==> config.mk <==
export PLATFORM = sky130hd
export DESIGN_NAME = imem_loader
export DESIGN_NICKNAME = d
export VERILOG_FILES = /design/src/rtl/imem_loader.sv
export SDC_FILE = /design/constraint.sdc
export NUM_CORES = 1
export LEC_CHECK = 0
export ABC_AREA = 1
export CORE_MARGIN = 4
export CORE_UTILIZATION = 57
export CTS_CLUSTER_SIZE = 10
export DETAILED_ROUTE_END_ITERATION = 16
export DONT_BUFFER_PORTS = 1
export PLACE_DENSITY = 0.75
export SYNTH_ARGS = -nofsm -noshare
export SYNTH_HDL_FRONTEND = slang
export SYNTH_SLANG_ARGS = --single-unit
==> constraint.sdc <==
create_clock -name clk -period 1.6 [get_ports clk]
set_input_delay 0.32 -clock clk [delete_from_list [all_inputs] [get_ports clk]]
set_output_delay 0.32 -clock clk [all_outputs]
set_load 0.01 [all_outputs]
==> src/rtl/imem_loader.sv <==
// Byte-stream program loader: length header then little-endian 16-bit words into instruction memory.
// Optional trailing checksum when IMEM_LOADER_CHECKSUM_EN is defined.
module imem_loader #(
    parameter int MEM_WORDS = 4096
) (
    input  logic        clk,
    input  logic        rst,
    input  logic        byte_valid,
    input  logic [7:0]  byte_data,
    output logic        byte_ready,
    input  logic        reload,
    output logic        imem_we,
    output logic [15:0] imem_addr,
    output logic [15:0] imem_data,
    output logic        core_rst,
    output logic        done,
    output logic        error
);

`ifdef IMEM_LOADER_CHECKSUM_EN
    typedef enum logic [2:0] {LEN_LO, LEN_HI, DAT_LO, DAT_HI, DONE, ERR, CK_LO, CK_HI} state_t;
    localparam state_t S_END = CK_LO;
`else
    typedef enum logic [2:0] {LEN_LO, LEN_HI, DAT_LO, DAT_HI, DONE, ERR} state_t;
    localparam state_t S_END = DONE;
`endif

    state_t      r_state;
    state_t      w_state_next;
    logic [7:0]  r_lo;
    logic [15:0] r_len;
    logic [15:0] r_idx;
    logic [15:0] w_pair;
    logic        w_accept;
    logic        w_write;
    logic        w_last;
    logic        w_too_long;
    logic        w_restart;
    logic        w_ready_next;
`ifdef IMEM_LOADER_CHECKSUM_EN
    logic [15:0] r_sum;
`endif

    // Low byte of every pair is latched on accept; the high byte completes it combinationally.
    assign w_pair     = {byte_data, r_lo};
    assign w_accept   = byte_valid & byte_ready;
    assign w_write    = w_accept && (r_state == DAT_HI);
    assign w_last     = (r_idx + 16'd1) == r_len;
    assign w_too_long = {16'd0, w_pair} > $unsigned(MEM_WORDS);
    assign w_restart  = reload && ((r_state == DONE) || (r_state == ERR));

    always_comb begin
        w_state_next = r_state;
        case (r_state)
            LEN_LO: if (w_accept) w_state_next = LEN_HI;
            LEN_HI: begin
                if (w_accept) begin
                    if (w_pair == 16'd0)  w_state_next = S_END;
                    else if (w_too_long)  w_state_next = ERR;
                    else                  w_state_next = DAT_LO;
                end
            end
            DAT_LO: if (w_accept) w_state_next = DAT_HI;
            DAT_HI: if (w_accept) w_state_next = w_last ? S_END : DAT_LO;
`ifdef IMEM_LOADER_CHECKSUM_EN
            CK_LO:  if (w_accept) w_state_next = CK_HI;
            CK_HI:  if (w_accept) w_state_next = (w_pair == r_sum) ? DONE : ERR;
`endif
            DONE, ERR: if (reload) w_state_next = LEN_LO;
            default: w_state_next = LEN_LO;
        endcase
        w_ready_next = (w_state_next != DONE) && (w_state_next != ERR);
    end

    always_ff @(posedge clk or negedge rst) begin
        if (!rst) begin
            r_state    <= LEN_LO;
            byte_ready <= 1'b0;
            imem_we    <= 1'b0;
            imem_addr  <= 16'd0;
            imem_data  <= 16'd0;
            r_lo       <= 8'd0;
            r_len      <= 16'd0;
            r_idx      <= 16'd0;
`ifdef IMEM_LOADER_CHECKSUM_EN
            r_sum      <= 16'd0;
`endif
        end else begin
            r_state    <= w_state_next;
            byte_ready <= w_ready_next;
            imem_we    <= w_write;
            if (w_accept) r_lo <= byte_data;
            if (w_accept && (r_state == LEN_HI)) r_len <= w_pair;
            if (w_write) begin
                imem_addr <= r_idx;
                imem_data <= w_pair;
                r_idx     <= r_idx + 16'd1;
`ifdef IMEM_LOADER_CHECKSUM_EN
                r_sum     <= r_sum + w_pair;
`endif
            end
            if (w_restart) begin
                r_idx <= 16'd0;
`ifdef IMEM_LOADER_CHECKSUM_EN
                r_sum <= 16'd0;
`endif
            end
        end
    end

    assign core_rst = (r_state != DONE);
    assign done     = (r_state == DONE);
    assign error    = (r_state == ERR);

endmodule

==> impl_metrics.csv <==
group,metric,value,unit
critical_path,startpoint_type,"register",
floorplanning,initial_core_util,60.3,%
finish,final_area,4310,um2
global_route,grt_max_degree,78,
clock_network,cts.sinks,77,
clock_network,cts_tree,"done",
timing,fmax,0.537,GHz
detailed_routing,met2_length,4420,um
critical_path,cp_max_fo,8,
floorplanning,rows,28,
floorplanning,coreArea,6060,um2
detailed_routing,drtIter0Drc,242,
global_route,grt_pass1_vias,3230,
critical_path,reg2reg_depth,14,
placed_design,io_buffers,0,
critical_path,cp-startpoint,"r_idx[0]$_DFFE_PN0P_",
synth,ys_types,29,
power_and_ir_drop,p_int,4280,uW
timing,fin_crit_sh,116,%
synth,yosys.area.top_type_share,52.7,%
synth,synth_top_area_cell,"dfrtp_1",
outcome,violations,"hold timing, setup timing",
synth,dominantRegCellSynth,"dfrtp_1",
floorplanning,die_area,7760,um2
synth,synth_cells,445,
placed_design,dpl_cell_area,3980,um2
timing,final-setup-viol-count,8,
synth,async_flop_share,100,%
clock_network,htreeDepth,3,
detailed_routing,drt_first_pass_iters,5,
synth,synth.area.top_cells,"dfrtp_1, nand2_1, o21ai_0",
clock_network,clockRootBuffer,"clkbuf_8",
power_and_ir_drop,total_power,6830,uW
finish,diodes,0,
synth,avgSynthCellArea,8.22,um2
power_and_ir_drop,p_comb_share,28.8,%
finish,layout.nets,504,
power_and_ir_drop,p_sw,2550,uW
critical_path,r2r-start,"r_idx[0]$_DFFE_PN0P_",
placed_design,place_ws,-213,ps
power_and_ir_drop,power_density,1580,nW/um2
clock_network,clockBufferDepth,2,
power_and_ir_drop,p_leak,0.00203,uW
floorplanning,die_h,88.1,um
power_and_ir_drop,switching_share,37.4,%
global_route,grt_overflow,0,
detailed_routing,wl_met3,618,um
detailed_routing,vias_per_cell,5.67,
synth,synth_nets,458,
detailed_routing,wl,9340,um
critical_path,cp-end-kind,"register",
run,drv_cap,0,
timing,grt_setup_unrepaired,"yes",
power_and_ir_drop,power_frac_clock,23.5,%
critical_path,crit_type,"register to register",
min_path,hold_path_class,"primary input to asynchronous set/reset pin",
floorplanning,die_x,88.1,um
placed_design,hpwl,6420,um
detailed_routing,ant_nets,0,
timing,worst_hold_slack,-350,ps
detailed_routing,met1Wirelength,3990,um
floorplanning,ios,49,
timing,slew_viol_final,0,
synth,ys_warn_count,0,
detailed_routing,drc_errors,0,
global_route,antenna_found_initial,0,
timing,slew_headroom,79.2,%
critical_path,required,1850,ps
detailed_routing,dr.max_layer_used,"met4",
clock_network,cts_buffers,9,
clock_network,clkTransAtPathRegs,80,ps
timing,hold_viol,77,
detailed_routing,vias,3235,
timing,final.setup_skew,9.43,ps
critical_path,r2r_slack,-260,ps
synth,synth-edff-count,0,
placed_design,place_congestion,0.870,
detailed_routing,wl_per_cell,16.4,um
synth,synth_common_cells,"nand2_1, dfrtp_1, o21ai_0",
global_route,globalRouteTotalUtil,25.8,%
outcome,outcome,"complete, but fails checks",
power_and_ir_drop,ir_drop,1090,uV
clock_network,clk_latency,350,ps
timing,tightest_slew,309,ps
timing,layout_min_cycle_time,1860,ps
critical_path,r2r-end,"byte_ready$_DFF_PN0_",
timing,fin_ws,-261,ps
synth,synthesis.area,3660,um2
global_route,grt_pass1_wl,15300,um
finish,drive_gt1_share,19.4,%
synth,synth.most_common_cell,"nand2_1",
power_and_ir_drop,power.share.sequential,47.7,%
synth,synth.ff_latch_count,77,
synth,ys_seq_area_share,52.7,%
finish,flow.area_growth_from_synthesis,18.0,%
critical_path,arrival,2110,ps
[state kept, by name, summed over array words and instances (netlist names)]
name / count
imem_we: 1
r_lo: 8
imem_addr: 16
r_len: 16
r_state: 3
byte_ready: 1
r_idx: 16
imem_data: 16
[metal layers]
layer	vias up	track usage, %
met5	-	0
met2	135	40.9
met1	1526	34.9
met3	28	4.61
li1	1546	-
met4	0	11.3
[cells by family after synthesis]
group	after synthesis	share of synthesized area [%]
xor gates and xnor gates	6	1.85
buffers and inverters	67	7.01
adders and majority gates	1	0.342
and+or+nand+nor	210	26.1
AOI/OAI and AO/OA	84	12.0
DFF	77	52.7
[critical path, cell delays in order, from the launching register on]
cell and delay (ps):
dfrtp_1 360, ha_2 220, nand2_2 80, nor2_4 200
nand2_2 110, nand2_2 80, nand2_1 60, nand2_1 70
nand3_2 70, nor2_2 100, nand2_1 70, nor2_2 140
nand3_2 90, nand2_2 90, inv_2 40
[power by group through the flow]
| stage | combinational [uW] | sequential (uW) | clock (uW) |
|---|---|---|---|
| after floorplan | 1290 | 3150 | 0 |
| after global placement | 1740 | 3270 | 0 |
| after detailed placement | 1820 | 3290 | 0 |
| after CTS | 1870 | 3250 | 1630 |
| after global routing | 2230 | 3350 | 1730 |
| final | 1970 | 3260 | 1610 |
[how the worst max path moves through the flow]
stage | cells past startpoint | to | slack, ps
finish | 14 | byte_ready$_DFF_PN0_ | -260
global route | 14 | byte_ready$_DFF_PN0_ | -370
CTS | 14 | byte_ready$_DFF_PN0_ | -220
detailed placement | 14 | byte_ready$_DFF_PN0_ | -210
global placement | 14 | byte_ready$_DFF_PN0_ | -150
floorplan | 14 | byte_ready$_DFF_PN0_ | -60
[cell usage in the layout, fill, tap and decap left out, types with 2 or more instances in the layout]
cell type / synthesis / final
dfrtp_1: 77 / 76
inv_1: 51 / 50
nand3_1: 26 / 23
a21oi_1: 4 / 4
nand2_2: 5 / 8
clkbuf_1: 7 / 2
nor3_1: 3 / 2
buf_6: 0 / 2
o21ai_0: 61 / 61
clkinvlp_4: 0 / 2
clkinv_4: 0 / 2
nor2_4: 6 / 6
nor2_1: 18 / 17
nand3_2: 1 / 4
inv_2: 3 / 3
xor2_1: 4 / 4
o22ai_1: 13 / 13
clkinvlp_2: 0 / 2
buf_4: 0 / 43
o21ai_1: 5 / 5
nor2_2: 6 / 7
bufinv_16: 0 / 2
nand4_1: 9 / 9
nand2_1: 129 / 126
nand3b_1: 4 / 4
clkbuf_8: 0 / 9
[what timing repair did]
action	in CTS	in global routing
cloned	0	2
setup buffers	6	3
pin swaps	9	7
resized for setup	6	7
setup endpoints to repair	4	10
endpoints found under the hold margin	77	77
[final cells by class]
| class | count | area (um2) |
|---|---|---|
| clock buffer | 11 | 131 |
| clock inverter | 5 | 85.1 |
| fill | 467 | 1750 |
| inverter | 55 | 211 |
| multi-input combinational | 301 | 1510 |
| sequential | 77 | 1930 |
| tap | 75 | 93.8 |
| timing repair buffer | 45 | 345 |
| timing repair inverter | 2 | 10.0 |
[stage by stage]
stage	TNS, ps	utilization [%]	cells
after floorplan	-101	-	445
after global placement	-384	65.6	544
after detailed placement	-554	65.6	544
after CTS	-657	70.3	566
after global routing	-2330	71.2	571
final	-888	71.2	571
Power figures use the tool's default switching activity.
